## config.mk

```make
export PLATFORM = sky130hd
export DESIGN_NAME = ga25_sdram_arb
export DESIGN_NICKNAME = d
export VERILOG_FILES = /design/src/rtl/ga25_sdram_arb.sv
export SDC_FILE = /design/constraint.sdc
export NUM_CORES = 1
export LEC_CHECK = 0
export ABC_CLOCK_PERIOD_IN_PS = 3200
export CAP_MARGIN = 20
export CORE_ASPECT_RATIO = 0.7
export CORE_UTILIZATION = 48
export DETAILED_ROUTE_END_ITERATION = 6
export GPL_ROUTABILITY_DRIVEN = 0
export PLACE_DENSITY = 0.94
export SYNTH_ARGS = -nofsm -noshare
export SYNTH_HDL_FRONTEND = slang
export SYNTH_SLANG_ARGS = --single-unit
```

## constraint.sdc

```tcl
create_clock -name clk -period 3.2 [get_ports clk]
set_input_delay 0.64 -clock clk [delete_from_list [all_inputs] [get_ports clk]]
set_output_delay 0.64 -clock clk [all_outputs]
set_load 0.01 [all_outputs]
```

## src/rtl/ga25_sdram_arb.sv

```systemverilog
// ga25_sdram_arb: N-channel read arbiter between GA25 graphics fetch clients
// and the shared SDRAM controller port. All logic is on the rising edge of clk,
// and reset_n is a synchronous active-low reset.
//
// Ports:
//   clk, reset_n  clock and synchronous active-low reset
//   ch_addr       packed client addresses, channel i at [i*ADDR_W +: ADDR_W]
//   ch_req        per-channel request strobes; a rising edge is one request
//   ch_rdy        one-cycle completion pulse for the served channel
//   ch_data       shared return data, valid while any ch_rdy bit is high
//   sdr_addr      SDRAM word address (BASE_ADDR | client address)
//   sdr_req       one-cycle request pulse to the controller
//   sdr_64bit     high for a 64-bit burst
//   sdr_data      SDRAM read data
//   sdr_rdy       one-cycle data-valid from the controller
//   timeout_err   sticky watchdog error
//
// Optional feature: define GA25_SDRAM_ARB_TIMEOUT_EN to enable the WAIT
// watchdog (TIMEOUT cycles). Without it, timeout_err is tied low.
module ga25_sdram_arb #(
  parameter int unsigned            NUM_CH     = 4,
  parameter int unsigned            ADDR_W     = 22,
  parameter int unsigned            SDR_ADDR_W = 25,
  parameter logic [SDR_ADDR_W-1:0]  BASE_ADDR  = '0,
  parameter logic [7:0]             WIDE_MASK  = 8'b0000_1000,
  parameter bit                     RR_MODE    = 1'b0,
  parameter int unsigned            TIMEOUT    = 255
) (
  input  logic                     clk,
  input  logic                     reset_n,
  input  logic [NUM_CH*ADDR_W-1:0] ch_addr,
  input  logic [NUM_CH-1:0]        ch_req,
  output logic [NUM_CH-1:0]        ch_rdy,
  output logic [63:0]              ch_data,
  output logic [SDR_ADDR_W-1:0]    sdr_addr,
  output logic                     sdr_req,
  output logic                     sdr_64bit,
  input  logic [63:0]              sdr_data,
  input  logic                     sdr_rdy,
  output logic                     timeout_err
);

  localparam int unsigned CH_W = $clog2(NUM_CH);

  typedef enum logic [0:0] {StIdle, StWait} state_e;

  state_e                              state_q, state_d;
  logic [NUM_CH-1:0]                   req_q;
  logic [NUM_CH-1:0]                   pending_q, pending_d;
  logic [NUM_CH-1:0][SDR_ADDR_W-1:0]   addr_q, addr_d;
  logic [CH_W-1:0]                     grant_q, grant_d;
  logic [CH_W-1:0]                     rr_ptr_q, rr_ptr_d;
  logic [NUM_CH-1:0]                   ch_rdy_d;
  logic [63:0]                         ch_data_d;
  logic [SDR_ADDR_W-1:0]               sdr_addr_d;
  logic                                sdr_req_d;
  logic                                sdr_64bit_d;
  logic [NUM_CH-1:0]                   req_edge;
  logic                                sel_valid;
  logic [CH_W-1:0]                     sel_idx;
  logic [CH_W-1:0]                     rr_idx;

`ifdef GA25_SDRAM_ARB_TIMEOUT_EN
  logic [31:0] cnt_q, cnt_d;
  logic        timeout_q, timeout_d;
  assign timeout_err = timeout_q;
`else
  assign timeout_err = 1'b0;
`endif

  assign req_edge = ch_req & ~req_q;

  // Channel selection. Loops run from lowest to highest priority so the
  // last match wins.
  always_comb begin
    sel_valid = 1'b0;
    sel_idx   = '0;
    rr_idx    = '0;
    if (RR_MODE) begin
      for (int unsigned k = NUM_CH; k >= 1; k--) begin
        rr_idx = CH_W'((32'(rr_ptr_q) + k) % NUM_CH);
        if (pending_q[rr_idx]) begin
          sel_valid = 1'b1;
          sel_idx   = rr_idx;
        end
      end
    end else begin
      for (int i = NUM_CH - 1; i >= 0; i--) begin
        if (pending_q[i]) begin
          sel_valid = 1'b1;
          sel_idx   = CH_W'(i);
        end
      end
    end
  end

  always_comb begin
    state_d     = state_q;
    pending_d   = pending_q;
    addr_d      = addr_q;
    grant_d     = grant_q;
    rr_ptr_d    = rr_ptr_q;
    ch_rdy_d    = '0;
    ch_data_d   = ch_data;
    sdr_addr_d  = sdr_addr;
    sdr_req_d   = 1'b0;
    sdr_64bit_d = sdr_64bit;
`ifdef GA25_SDRAM_ARB_TIMEOUT_EN
    cnt_d       = cnt_q;
    timeout_d   = timeout_q;
`endif

    unique case (state_q)
      StIdle: begin
        if (sel_valid) begin
          sdr_addr_d         = addr_q[sel_idx];
          sdr_64bit_d        = WIDE_MASK[sel_idx];
          sdr_req_d          = 1'b1;
          pending_d[sel_idx] = 1'b0;
          grant_d            = sel_idx;
          rr_ptr_d           = sel_idx;
          state_d            = StWait;
`ifdef GA25_SDRAM_ARB_TIMEOUT_EN
          cnt_d              = '0;
`endif
        end
      end
      StWait: begin
        // sdr_rdy is ignored during the cycle the request pulse is out.
        if (sdr_rdy && !sdr_req) begin
          ch_rdy_d[grant_q] = 1'b1;
          ch_data_d         = WIDE_MASK[grant_q] ? sdr_data : {32'h0, sdr_data[31:0]};
          state_d           = StIdle;
        end
`ifdef GA25_SDRAM_ARB_TIMEOUT_EN
        else if (cnt_q + 32'd1 == TIMEOUT) begin
          ch_rdy_d[grant_q] = 1'b1;
          ch_data_d         = '0;
          timeout_d         = 1'b1;
          state_d           = StIdle;
        end else begin
          cnt_d = cnt_q + 32'd1;
        end
`endif
      end
      default: state_d = StIdle;
    endcase

    // New edges land after the grant clear, so a same-cycle re-request of the
    // granted channel stays pending with its fresh address.
    for (int i = 0; i < NUM_CH; i++) begin
      if (req_edge[i] && !pending_d[i]) begin
        addr_d[i] = BASE_ADDR | SDR_ADDR_W'(ch_addr[i*ADDR_W +: ADDR_W]);
      end
    end
    pending_d = pending_d | req_edge;
  end

  always_ff @(posedge clk) begin
    if (!reset_n) begin
      state_q   <= StIdle;
      req_q     <= '0;
      pending_q <= '0;
      addr_q    <= '0;
      grant_q   <= '0;
      rr_ptr_q  <= CH_W'(NUM_CH - 1);
      ch_rdy    <= '0;
      ch_data   <= '0;
      sdr_addr  <= '0;
      sdr_req   <= 1'b0;
      sdr_64bit <= 1'b0;
`ifdef GA25_SDRAM_ARB_TIMEOUT_EN
      cnt_q     <= '0;
      timeout_q <= 1'b0;
`endif
    end else begin
      state_q   <= state_d;
      req_q     <= ch_req;
      pending_q <= pending_d;
      addr_q    <= addr_d;
      grant_q   <= grant_d;
      rr_ptr_q  <= rr_ptr_d;
      ch_rdy    <= ch_rdy_d;
      ch_data   <= ch_data_d;
      sdr_addr  <= sdr_addr_d;
      sdr_req   <= sdr_req_d;
      sdr_64bit <= sdr_64bit_d;
`ifdef GA25_SDRAM_ARB_TIMEOUT_EN
      cnt_q     <= cnt_d;
      timeout_q <= timeout_d;
`endif
    end
  end

endmodule

```

# Yosys cells after proc, flatten, opt, wreduce, memory -nomap -nowiden
# Index checks and enable logic that the tools add are counted.
# totals
wordCells	66
ff_bits	194
in_bits	159
output_inout_bits	96
# classes
bitwise_logic	7
n_reduce_logical	16
mux	24
order_cmp	6
# ops
operator	n
64-bit two-way mux	1
25-bit binary-select mux with 2-bit select	1
25-bit two-way mux	1
1-bit two-way mux	10
4-bit AND	2
2-bit by 4-bit < comparator with 1-bit output, second input constant	2
2-bit two-way mux	4
4-bit two-way mux	2
4-bit NOT	2
1-bit logical AND	7
2-bit by 3-bit < comparator with 1-bit output, second input constant	2
1-bit zero test	5
1-bit binary-select mux with 2-bit select	2
1-bit demux with 2-bit select	2
2-bit by 1-bit greater-or-equal comparator with 1-bit output, second input constant	2
4-bit bitwise OR	1
2-bit AND reduction	2
3-bit AND reduction	1
1-bit NOT	2
1-bit case mux with 2 select lines	1
2-bit OR reduction	1

# Longest topological paths before layout
# Gate-level depths: netlist of run 1.
# depth
word_depth	14
ltp_mapped	7
depth_no_buf	4

# Least setup slack after synthesis of run 1
# Ideal clock, no wire load.
# synth_path
path_kind	input-to-reg
startpoint	input reset_n
endpoint	register ch_data[35]
n_path_buf	3
setup_ns	0.059
t_arrival_ns	1.640
t_required_ns	3.141
slack_ns	1.502
cell_stages	7
cell_sequence	clkbuf_1 inv_1 nor2_2 and3_1 buf_4 buf_6 a22o_1
# synth_lines
item	line	rtl
start: declaration	30	input logic reset_n,
end signal: assignment	184	ch_data <= ch_data_d;
end: declaration	34	output logic [63:0] ch_data,

# Final worst setup path of run 1
# layout_path
startpoint	register pending_q[2]
endpoint	register sdr_addr[9]
# layout_between
elab_chain_len	5
word_cells_on_any_way	9
cone_classes	mux: 8; reduce/logical: 1
# layout_rtl
item	line	rtl
start: declaration	49	logic [NUM_CH-1:0] pending_q, pending_d;
start signal: assignment	179	pending_q <= pending_d;
2-bit two-way mux (3 in a row)	89	if (pending_q[i]) begin
25-bit binary-select mux with 2-bit select	116	sdr_addr_d = addr_q[sel_idx];
25-bit two-way mux (implied by the code)	116	
end signal: assignment	185	sdr_addr <= sdr_addr_d;
end: declaration	35	output logic [SDR_ADDR_W-1:0] sdr_addr,
# Parallel ways exist; a longest one is shown, timed or not. The select of a mux whose other input is x is not followed.
# A chain may end at the register's enable or synchronous reset.

==> results.json, run 1 <==
{
  "ctsResizeCount": 0,
  "drt-total-wl_um": 20200,
  "grt_pass1_vias": 5610,
  "grt_util_all_layers_pct": 25.9,
  "pin_count": 255,
  "worst_pin_slew_ns": 0.959,
  "irDropWorstVdd_v": 0.000376,
  "relSlewSlack_pct": 36.1,
  "synth-adder-area-share_pct": 0,
  "yosys_most_used_dff": "dfxtp_1",
  "cts_root_buffer": "clkbuf_16",
  "grt_max_degree": 66,
  "fin_skew_ns": 0.00894,
  "leakage_nw": 3.76,
  "netlist-cell-type-count": 35,
  "synth_xor_area_share_pct": 0,
  "synth_compound_area_share_pct": 23.3,
  "cts_hold_buf": 0,
  "p_per_area_mw_per_mm2": 536,
  "cts_setup_buffers": 0,
  "areaGrowthSynthToFinish_pct": 43.7,
  "fin_util_pct": 71.5,
  "post_synth.cell_area_avg_um2": 9.30,
  "dp_slack_ns": 0.884,
  "grt_util_met1_pct": 38.1,
  "syn_inst": 754,
  "synth_mux_area_share_pct": 0,
  "ys_ff_latch": 191,
  "endpoint_kind": "flop",
  "slew_violations": 0,
  "port_buffers": 250,
  "die_w_um": 146,
  "hold_ws_ns": 0.457,
  "cts_buffer_depth": 2,
  "crit_type": "reg -> reg",
  "rr_startpoint": "pending_q[2]",
  "async_flop_share_pct": 0,
  "drc": 0,
  "n_antenna_cell": 0,
  "die-height_um": 103,
  "grt_first_pass_wirelength_um": 30000,
  "final_cell_mix": "clkdlybuf4s50_1, dfxtp_1, nand2_1, a21oi_1, a22o_1",
  "r2r_cells": 4,
  "antenna_found_initial": 0,
  "cp_max_fo": 23,
  "fin_crit_sh_pct": 70.0,
  "reg2reg_slack_ns": 0.96,
  "maxCapViolations": 0,
  "wl_per_cell_um": 17.2,
  "netlist.area_leader.share_pct": 54.5,
  "dp_hpwl_um": 14500,
  "crit_arrival_ns": 2.60,
  "cp.required_ns": 3.56,
  "yosysWarnings": 0,
  "dr.pass1.iters": 5,
  "clock_sinks": 191,
  "fin_ws_ns": 0.960,
  "holdPathStages": 2,
  "start_util_pct": 49.7,
  "cts_made_buffers": 17,
  "setup_viol": 0,
  "cts_tree": "yes",
  "synth_top_family_by_area": "compound AO/OA/AOI/OAI gates",
  "min_to": "addr_q[50]",
  "num_rows": 36,
  "fin_crit_ns": 2.24,
  "finalHoldViolCount": 0,
  "drt_iter0_markers": 539,
  "fmax_ghz": 0.446,
  "yosysSeqAreaShare_pct": 54.5,
  "status": "complete, no violations",
  "final_common_cell": "clkdlybuf4s50_1",
  "use_met3_pct": 5.27,
  "vias": 6269,
  "synth-simple-area-share_pct": 17.0,
  "netlist_area_mm2": 0.00701,
  "reg2reg_to": "sdr_addr[9]",
  "grt.busiest_layer": "met1",
  "die_area_mm2": 0.0151,
  "drive_gt1_share_pct": 5.29,
  "grt_overflow": 0,
  "clkTransAtPathRegs_ns": 0.07,
  "htree_levels": 4,
  "synth-edff-count": 0,
  "vias_per_cell": 5.34,
  "hp-start": "addr_q[50]",
  "holdCritPathClass": "reg -> reg",
  "ys_top_cells_by_area": "dfxtp_1, nand2_1, a22o_1",
  "grtUsageMet2_pct": 38.0,
  "nets": 1129,
  "clock_latency_ns": 0.42,
  "synth_top_area_cell": "dfxtp_1",
  "ant_nets": 0,
  "startpoint_type": "flop",
  "core_mm2": 0.0141,
  "rsz0062_at_grt": "no",
  "tns_ns": 0
}
metrics by stage:
step	power [mW]	std cells	cell area, um2
finish	5.40	1173	10100
global route	5.62	1173	10100
CTS	5.42	1173	10100
detailed placement	3.49	1141	9540
global placement	3.47	1141	9540
floorplan	3.05	757	7020
report_power, final:
| part | internal [mW] | switching, mW |
|---|---|---|
| combinational | 0.445 | 0.387 |
| sequential | 2.52 | 0.104 |
| clock | 1.01 | 0.940 |
sequential cells by signal, indices dropped and copies added, names as in the netlist:
name / count
addr_q: 88
ch_data: 64
sdr_addr: 22
ch_rdy: 4
pending_q: 4
req_q: 4
grant_q: 2
sdr_64bit: 1
sdr_req: 1
state_q: 1
cell families after synthesis:
| group | after synthesis |
|---|---|
| simple gates | 255 |
| buf+inv | 73 |
| compound gates | 234 |
| flops | 191 |
| other cells | 1 |
cell type report:
type                    instances  area (um2)
fillers                      1037        4020
flip-flops and latches        191        3820
multi-input cells             493        2850
clock buffers                  18         429
repair buffers                264        2620
clock inverters                14         111
inverters                       3        11.3
well taps                     190         238
cell usage after synthesis (9+ instances only):
cell type	instances
a22o_1	64
nand3_1	22
nand2b_1	9
nor3b_1	22
clkbuf_1	30
nor2b_1	22
o22a_1	22
a32o_1	22
a21oi_1	75
dfxtp_1	191
o21ai_0	31
buf_2	26
nand2_1	156
o21ai_1	15
critical path: stages (launching register included):
cell     delay, ns
dfxtp_1       0.77
nor2_1        0.22
a21oi_1       0.22
and2_1        0.68
a32o_1        0.28
how the worst max path moves through the flow:
stage	slack (ns)	endpoint	start	cells past startpoint
after floorplan	1.50	ch_data[35]	reset_n	7
final	0.96	sdr_addr[9]	pending_q[2]	4
after CTS	0.98	sdr_addr[20]	pending_q[2]	4
after global placement	0.91	sdr_addr[20]	reset_n	3
after detailed placement	0.88	sdr_addr[9]	reset_n	3
after global routing	0.73	sdr_addr[20]	pending_q[2]	4
layer usage:
| metal | part of all wire, % | wire length, um | vias up |
|---|---|---|---|
| li1 | - | - | 3073 |
| met3 | 8.3 | 1670 | 19 |
| met1 | 46 | 9320 | 2904 |
| met5 | 0 | 0 | - |
| met4 | 1.1 | 229 | 0 |
| met2 | 44 | 8940 | 273 |
(Power assumes the default switching activity.)
==> run 2, diff against run 1 <==
==> config.mk (replaced) <==
export PLATFORM = sky130hd
export DESIGN_NAME = ga25_sdram_arb
export DESIGN_NICKNAME = d
export VERILOG_FILES = /design/src/rtl/ga25_sdram_arb.sv
export SDC_FILE = /design/constraint.sdc
export NUM_CORES = 1
export LEC_CHECK = 0
export ABC_CLOCK_PERIOD_IN_PS = 2000
export CAP_MARGIN = 20
export CORE_ASPECT_RATIO = 0.7
export CORE_UTILIZATION = 40
export DETAILED_ROUTE_END_ITERATION = 6
export GPL_ROUTABILITY_DRIVEN = 0
export PLACE_DENSITY = 0.85
export SYNTH_ARGS = -nofsm -noshare
export SYNTH_HDL_FRONTEND = slang
export SYNTH_SLANG_ARGS = --single-unit
==> constraint.sdc (replaced) <==
create_clock -name clk -period 2 [get_ports clk]
set_input_delay 0.4 -clock clk [delete_from_list [all_inputs] [get_ports clk]]
set_output_delay 0.4 -clock clk [all_outputs]
set_load 0.01 [all_outputs]
==> results.json, run 2 (synthesis gave the netlist of run 1 again) <==
{
  "die-height_um": 113,
  "grt_max_degree": 49,
  "worst_pin_slew_ns": 0.571,
  "ant_nets": 0,
  "dp_hpwl_um": 15000,
  "grt_overflow": 0,
  "max_stage_delay_ns": 0.56,
  "critPathTopFamily": "buffers and inverters",
  "die_w_um": 160,
  "cp_max_fo": 2,
  "fin_crit_ns": 1.78,
  "fmax_ghz": 0.561,
  "die_area_mm2": 0.0181,
  "grt_util_all_layers_pct": 22.4,
  "seq_area_mm2": 0.00382,
  "crit_arrival_ns": 1.38,
  "max_flop_register": "addr_q",
  "endpoint_kind": "primary output",
  "largest_reg_flops": 88,
  "leakage_nw": 3.87,
  "vias_per_cell": 5.04,
  "dr.pass1.iters": 5,
  "drt-total-wl_um": 20400,
  "num_rows": 40,
  "maxCapViolations": 0,
  "core_mm2": 0.0172,
  "finalHoldViolCount": 0,
  "p_per_area_mw_per_mm2": 855,
  "cp_slowest_cell": "clkdlybuf4s50_1",
  "cts_tree": "yes",
  "met2_length_um": 8870,
  "grt_pass1_vias": 5640,
  "crit_type": "reg -> out",
  "holdCritPathClass": "reg -> reg",
  "final_cell_mix": "clkdlybuf4s50_1, dfxtp_1, nand2_1, a21oi_1, a22o_1",
  "slew_violations": 0,
  "fin_util_pct": 60.1,
  "cp_num_buf_inv": 1,
  "port_buffers": 250,
  "dr_wl_met3_um": 1400,
  "nets": 1142,
  "status": "complete, no violations",
  "final_common_cell": "clkdlybuf4s50_1",
  "fill_cells": 1475,
  "setup_viol": 0,
  "drc": 0,
  "highest_layer": "met4",
  "areaGrowthSynthToFinish_pct": 47.2,
  "n_antenna_cell": 0,
  "cp.required_ns": 1.60,
  "cts_made_buffers": 17,
  "cts_setup_buffers": 0,
  "tns_ns": 0,
  "stdcell_area_mm2": 0.0103,
  "cts_root_buffer": "clkbuf_16",
  "drt_iter0_markers": 635,
  "cts_hold_buf": 0,
  "placed_area_mm2": 0.00975,
  "ctsResizeCount": 0,
  "startpoint_type": "flop",
  "start_util_pct": 40.9,
  "clock_sinks": 191,
  "antenna_found_initial": 0,
  "grt_first_pass_wirelength_um": 31500,
  "clkTransAtPathRegs_ns": 0.07,
  "htree_levels": 4,
  "cts_buffer_depth": 2,
  "relSlewSlack_pct": 61.5,
  "rsz0062_at_grt": "no",
  "drive_gt1_share_pct": 6.63,
  "top_regs": "addr_q: 88 flops, ch_data: 64 flops, sdr_addr: 22 flops",
  "fin_skew_ns": 0.00782,
  "pin_count": 255,
  "crit_chain": "clkdlybuf4s50_1",
  "fin_crit_sh_pct": 89.1,
  "vias": 6182,
  "clock_latency_ns": 0.42,
  "multiInputGateArea_mm2": 0.00285,
  "irDropWorstVdd_v": 0.000583,
  "wl_per_cell_um": 16.7,
  "met1_length_um": 9950
}
## run 2: cell count changes in the layout (fill, tap and decap cells not counted)
cell	before	now
inv_6	2	5
inv_8	2	3
buf_12	1	6
clkbuf_1	1	0
clkinv_2	3	1
clkinvlp_4	4	0
buf_4	13	21
clkinv_8	0	2
clkinv_4	3	4
## run 2: report_power, final
| group | total [mW] | internal (mW) | leakage, nW | switching (mW) |
|---|---|---|---|---|
| combinational | 1.41 | 0.760 | 2.03 | 0.653 |
| sequential | 4.16 | 4.02 | 1.56 | 0.136 |
| clock | 3.25 | 1.66 | 0.284 | 1.59 |
| total | 8.82 | 6.45 | 3.87 | 2.38 |
## run 2: worst paths after layout
check | end | slack (ns) | depth (start not counted) | from
setup / recovery | sdr_64bit | 0.22 | 1 | sdr_64bit
hold / removal | addr_q[0] | 0.46 | 2 | addr_q[0]
setup reg to reg | sdr_addr[20] | 0.36 | 5 | pending_q[1]
hold reg to reg | addr_q[0] | 0.46 | 2 | addr_q[0]
## run 2: through the flow
step	setup slack (ns)	hold WS, ns	instances	power [mW]
after floorplan	0.542	0.429	757	4.88
after global placement	0.131	0.441	1195	5.62
after detailed placement	0.0778	0.448	1195	5.65
after CTS	0.208	0.458	1227	8.90
after global routing	0.168	0.475	1227	9.21
final	0.218	0.456	1227	8.82
## run 2: worst reg2reg max path, stage by stage, from the launching register on
cell and delay [ns]:
dfxtp_1 0.56, inv_1 0.11, a21oi_1 0.17, buf_4 0.31, o22a_1 0.27, a32o_1 0.17
## run 2: layer usage
layer / vias up / track usage, %
met5: - / 0
met4: 0 / 5.40
met3: 13 / 5.10
met2: 212 / 32.3
met1: 2859 / 33.6
li1: 3098 / -
## run 2: final cells by class
cell class | count | area share (%)
sequential | 191 | 37.0
inverter | 3 | 0.109
clock buffer | 17 | 4.12
clock inverter | 15 | 1.45
tap | 231 | 2.80
multi-input combinational | 493 | 27.6
timing repair buffer | 277 | 26.9
==> run 3, diff against run 2 <==
--- a/config.mk
+++ b/config.mk
@@ -11,7 +11,8 @@
 export CORE_UTILIZATION = 40
 export DETAILED_ROUTE_END_ITERATION = 6
 export GPL_ROUTABILITY_DRIVEN = 0
-export PLACE_DENSITY = 0.85
+export MAX_ROUTING_LAYER = met4
+export PLACE_DENSITY = 0.84
 export SYNTH_ARGS = -nofsm -noshare
 export SYNTH_HDL_FRONTEND = slang
 export SYNTH_SLANG_ARGS = --single-unit
==> results.json, run 3 (synthesis gave the netlist of run 1 again) <==
{
  "hold_ws_ns": 0.455,
  "fin_crit_sh_pct": 88.3,
  "antenna_found_initial": 1,
  "rsz0062_at_grt": "no",
  "fmax_ghz": 0.566,
  "num_rows": 40,
  "status": "complete, no violations",
  "port_buffers": 250,
  "vias_per_cell": 5.06,
  "start_util_pct": 40.9,
  "drt-total-wl_um": 20500,
  "cp.required_ns": 1.60,
  "holdCritPathClass": "reg -> reg",
  "pin_count": 255,
  "cts_hold_buf": 0,
  "cts_made_buffers": 17,
  "cts_buffer_depth": 2,
  "drive_gt1_share_pct": 6.44,
  "nets": 1140,
  "setup_viol": 0,
  "cts_setup_buffers": 0,
  "crit_chain": "clkdlybuf4s50_1",
  "areaGrowthSynthToFinish_pct": 48.1,
  "grt_overflow": 0,
  "grt_first_pass_wirelength_um": 31400,
  "worst_pin_slew_ns": 0.490,
  "drt_iter0_markers": 522,
  "core_mm2": 0.0172,
  "grt_util_all_layers_pct": 23.0,
  "leakage_nw": 3.89,
  "top_regs": "addr_q: 88 flops, ch_data: 64 flops, sdr_addr: 22 flops",
  "die_area_mm2": 0.0181,
  "clkTransAtPathRegs_ns": 0.07,
  "cp_max_fo": 2,
  "critPathTopFamily": "buffers and inverters",
  "dp_cells": 1193,
  "die_w_um": 160,
  "dp_hpwl_um": 14800,
  "total_power_mw": 9.05,
  "vias": 6205,
  "fin_crit_ns": 1.77,
  "max_stage_delay_ns": 0.56,
  "final_cell_count_no_fill": 1226,
  "cp_slowest_cell": "clkdlybuf4s50_1",
  "p_per_area_mw_per_mm2": 871,
  "dr.pass1.iters": 5,
  "max_flop_register": "addr_q",
  "cts_tree": "yes",
  "drc": 0,
  "endpoint_kind": "primary output",
  "htree_levels": 4,
  "cts_root_buffer": "clkbuf_16",
  "fin_skew_ns": 0.0179,
  "largest_reg_flops": 88,
  "final_common_cell": "clkdlybuf4s50_1",
  "seq_area_mm2": 0.00382,
  "cp_num_buf_inv": 1,
  "slew_violations": 0,
  "final_cell_mix": "clkdlybuf4s50_1, dfxtp_1, nand2_1, a21oi_1, a22o_1",
  "tns_ns": 0,
  "fill_cells": 1437,
  "grt_pass1_vias": 5809,
  "grt_max_degree": 75,
  "maxCapViolations": 0,
  "clock_latency_ns": 0.43,
  "wl_per_cell_um": 16.7,
  "ant_nets": 0,
  "relSlewSlack_pct": 67.0,
  "finalHoldViolCount": 0,
  "crit_arrival_ns": 1.37,
  "startpoint_type": "flop",
  "irDropWorstVdd_v": 0.000712,
  "clock_sinks": 191,
  "crit_type": "reg -> out",
  "ctsResizeCount": 0,
  "multiInputGateArea_mm2": 0.00285,
  "die-height_um": 113
}
-- run 3: cell count changes in the layout (fill, tap and decap cells not counted), sizes merged --
cell    change
bufinv      +1
clkinv      -1
diode       +1
buf         -2
-- run 3: metrics by stage --
stage	setup WS [ns]	utilization (%)	instance area (um2)
CTS	0.227	60.5	10400
finish	0.234	60.5	10400
global placement	0.127	56.9	9770
detailed placement	0.0948	56.9	9770
global route	0.189	60.5	10400
floorplan	0.542	-	7020
-- run 3: path summary, 6_finish.rpt --
path	startpoint	endpoint	slack, ns	cells after the start
hold reg to reg	addr_q[9]	addr_q[9]	0.45	2
setup reg to reg	pending_q[1]	sdr_addr[20]	0.31	5
hold / removal	addr_q[9]	addr_q[9]	0.45	2
setup / recovery	sdr_64bit	sdr_64bit	0.23	1
-- run 3: cell type report --
class | instances | share of cell area [%]
Sequential cell | 191 | 36.8
Antenna cell | 1 | 0.0241
Timing Repair Buffer | 275 | 27.0
Clock buffer | 17 | 4.09
Clock inverter | 15 | 1.82
Tap cell | 231 | 2.78
Inverter | 3 | 0.108
Multi-Input combinational cell | 493 | 27.4
-- run 3: metal layers --
| layer | routed length (um) | GRT usage (%) | up-vias |
|---|---|---|---|
| met5 | 0 | - | - |
| met4 | 152 | 5.02 | 0 |
| met3 | 1190 | 5.57 | 8 |
| met2 | 8780 | 32.1 | 226 |
| met1 | 10400 | 33.1 | 2869 |
| li1 | - | - | 3102 |
-- run 3: power breakdown --
| group | internal (mW) | total (mW) | switching, mW |
|---|---|---|---|
| combinational | 0.766 | 1.43 | 0.659 |
| clock | 1.81 | 3.47 | 1.66 |
| sequential | 4.02 | 4.16 | 0.136 |
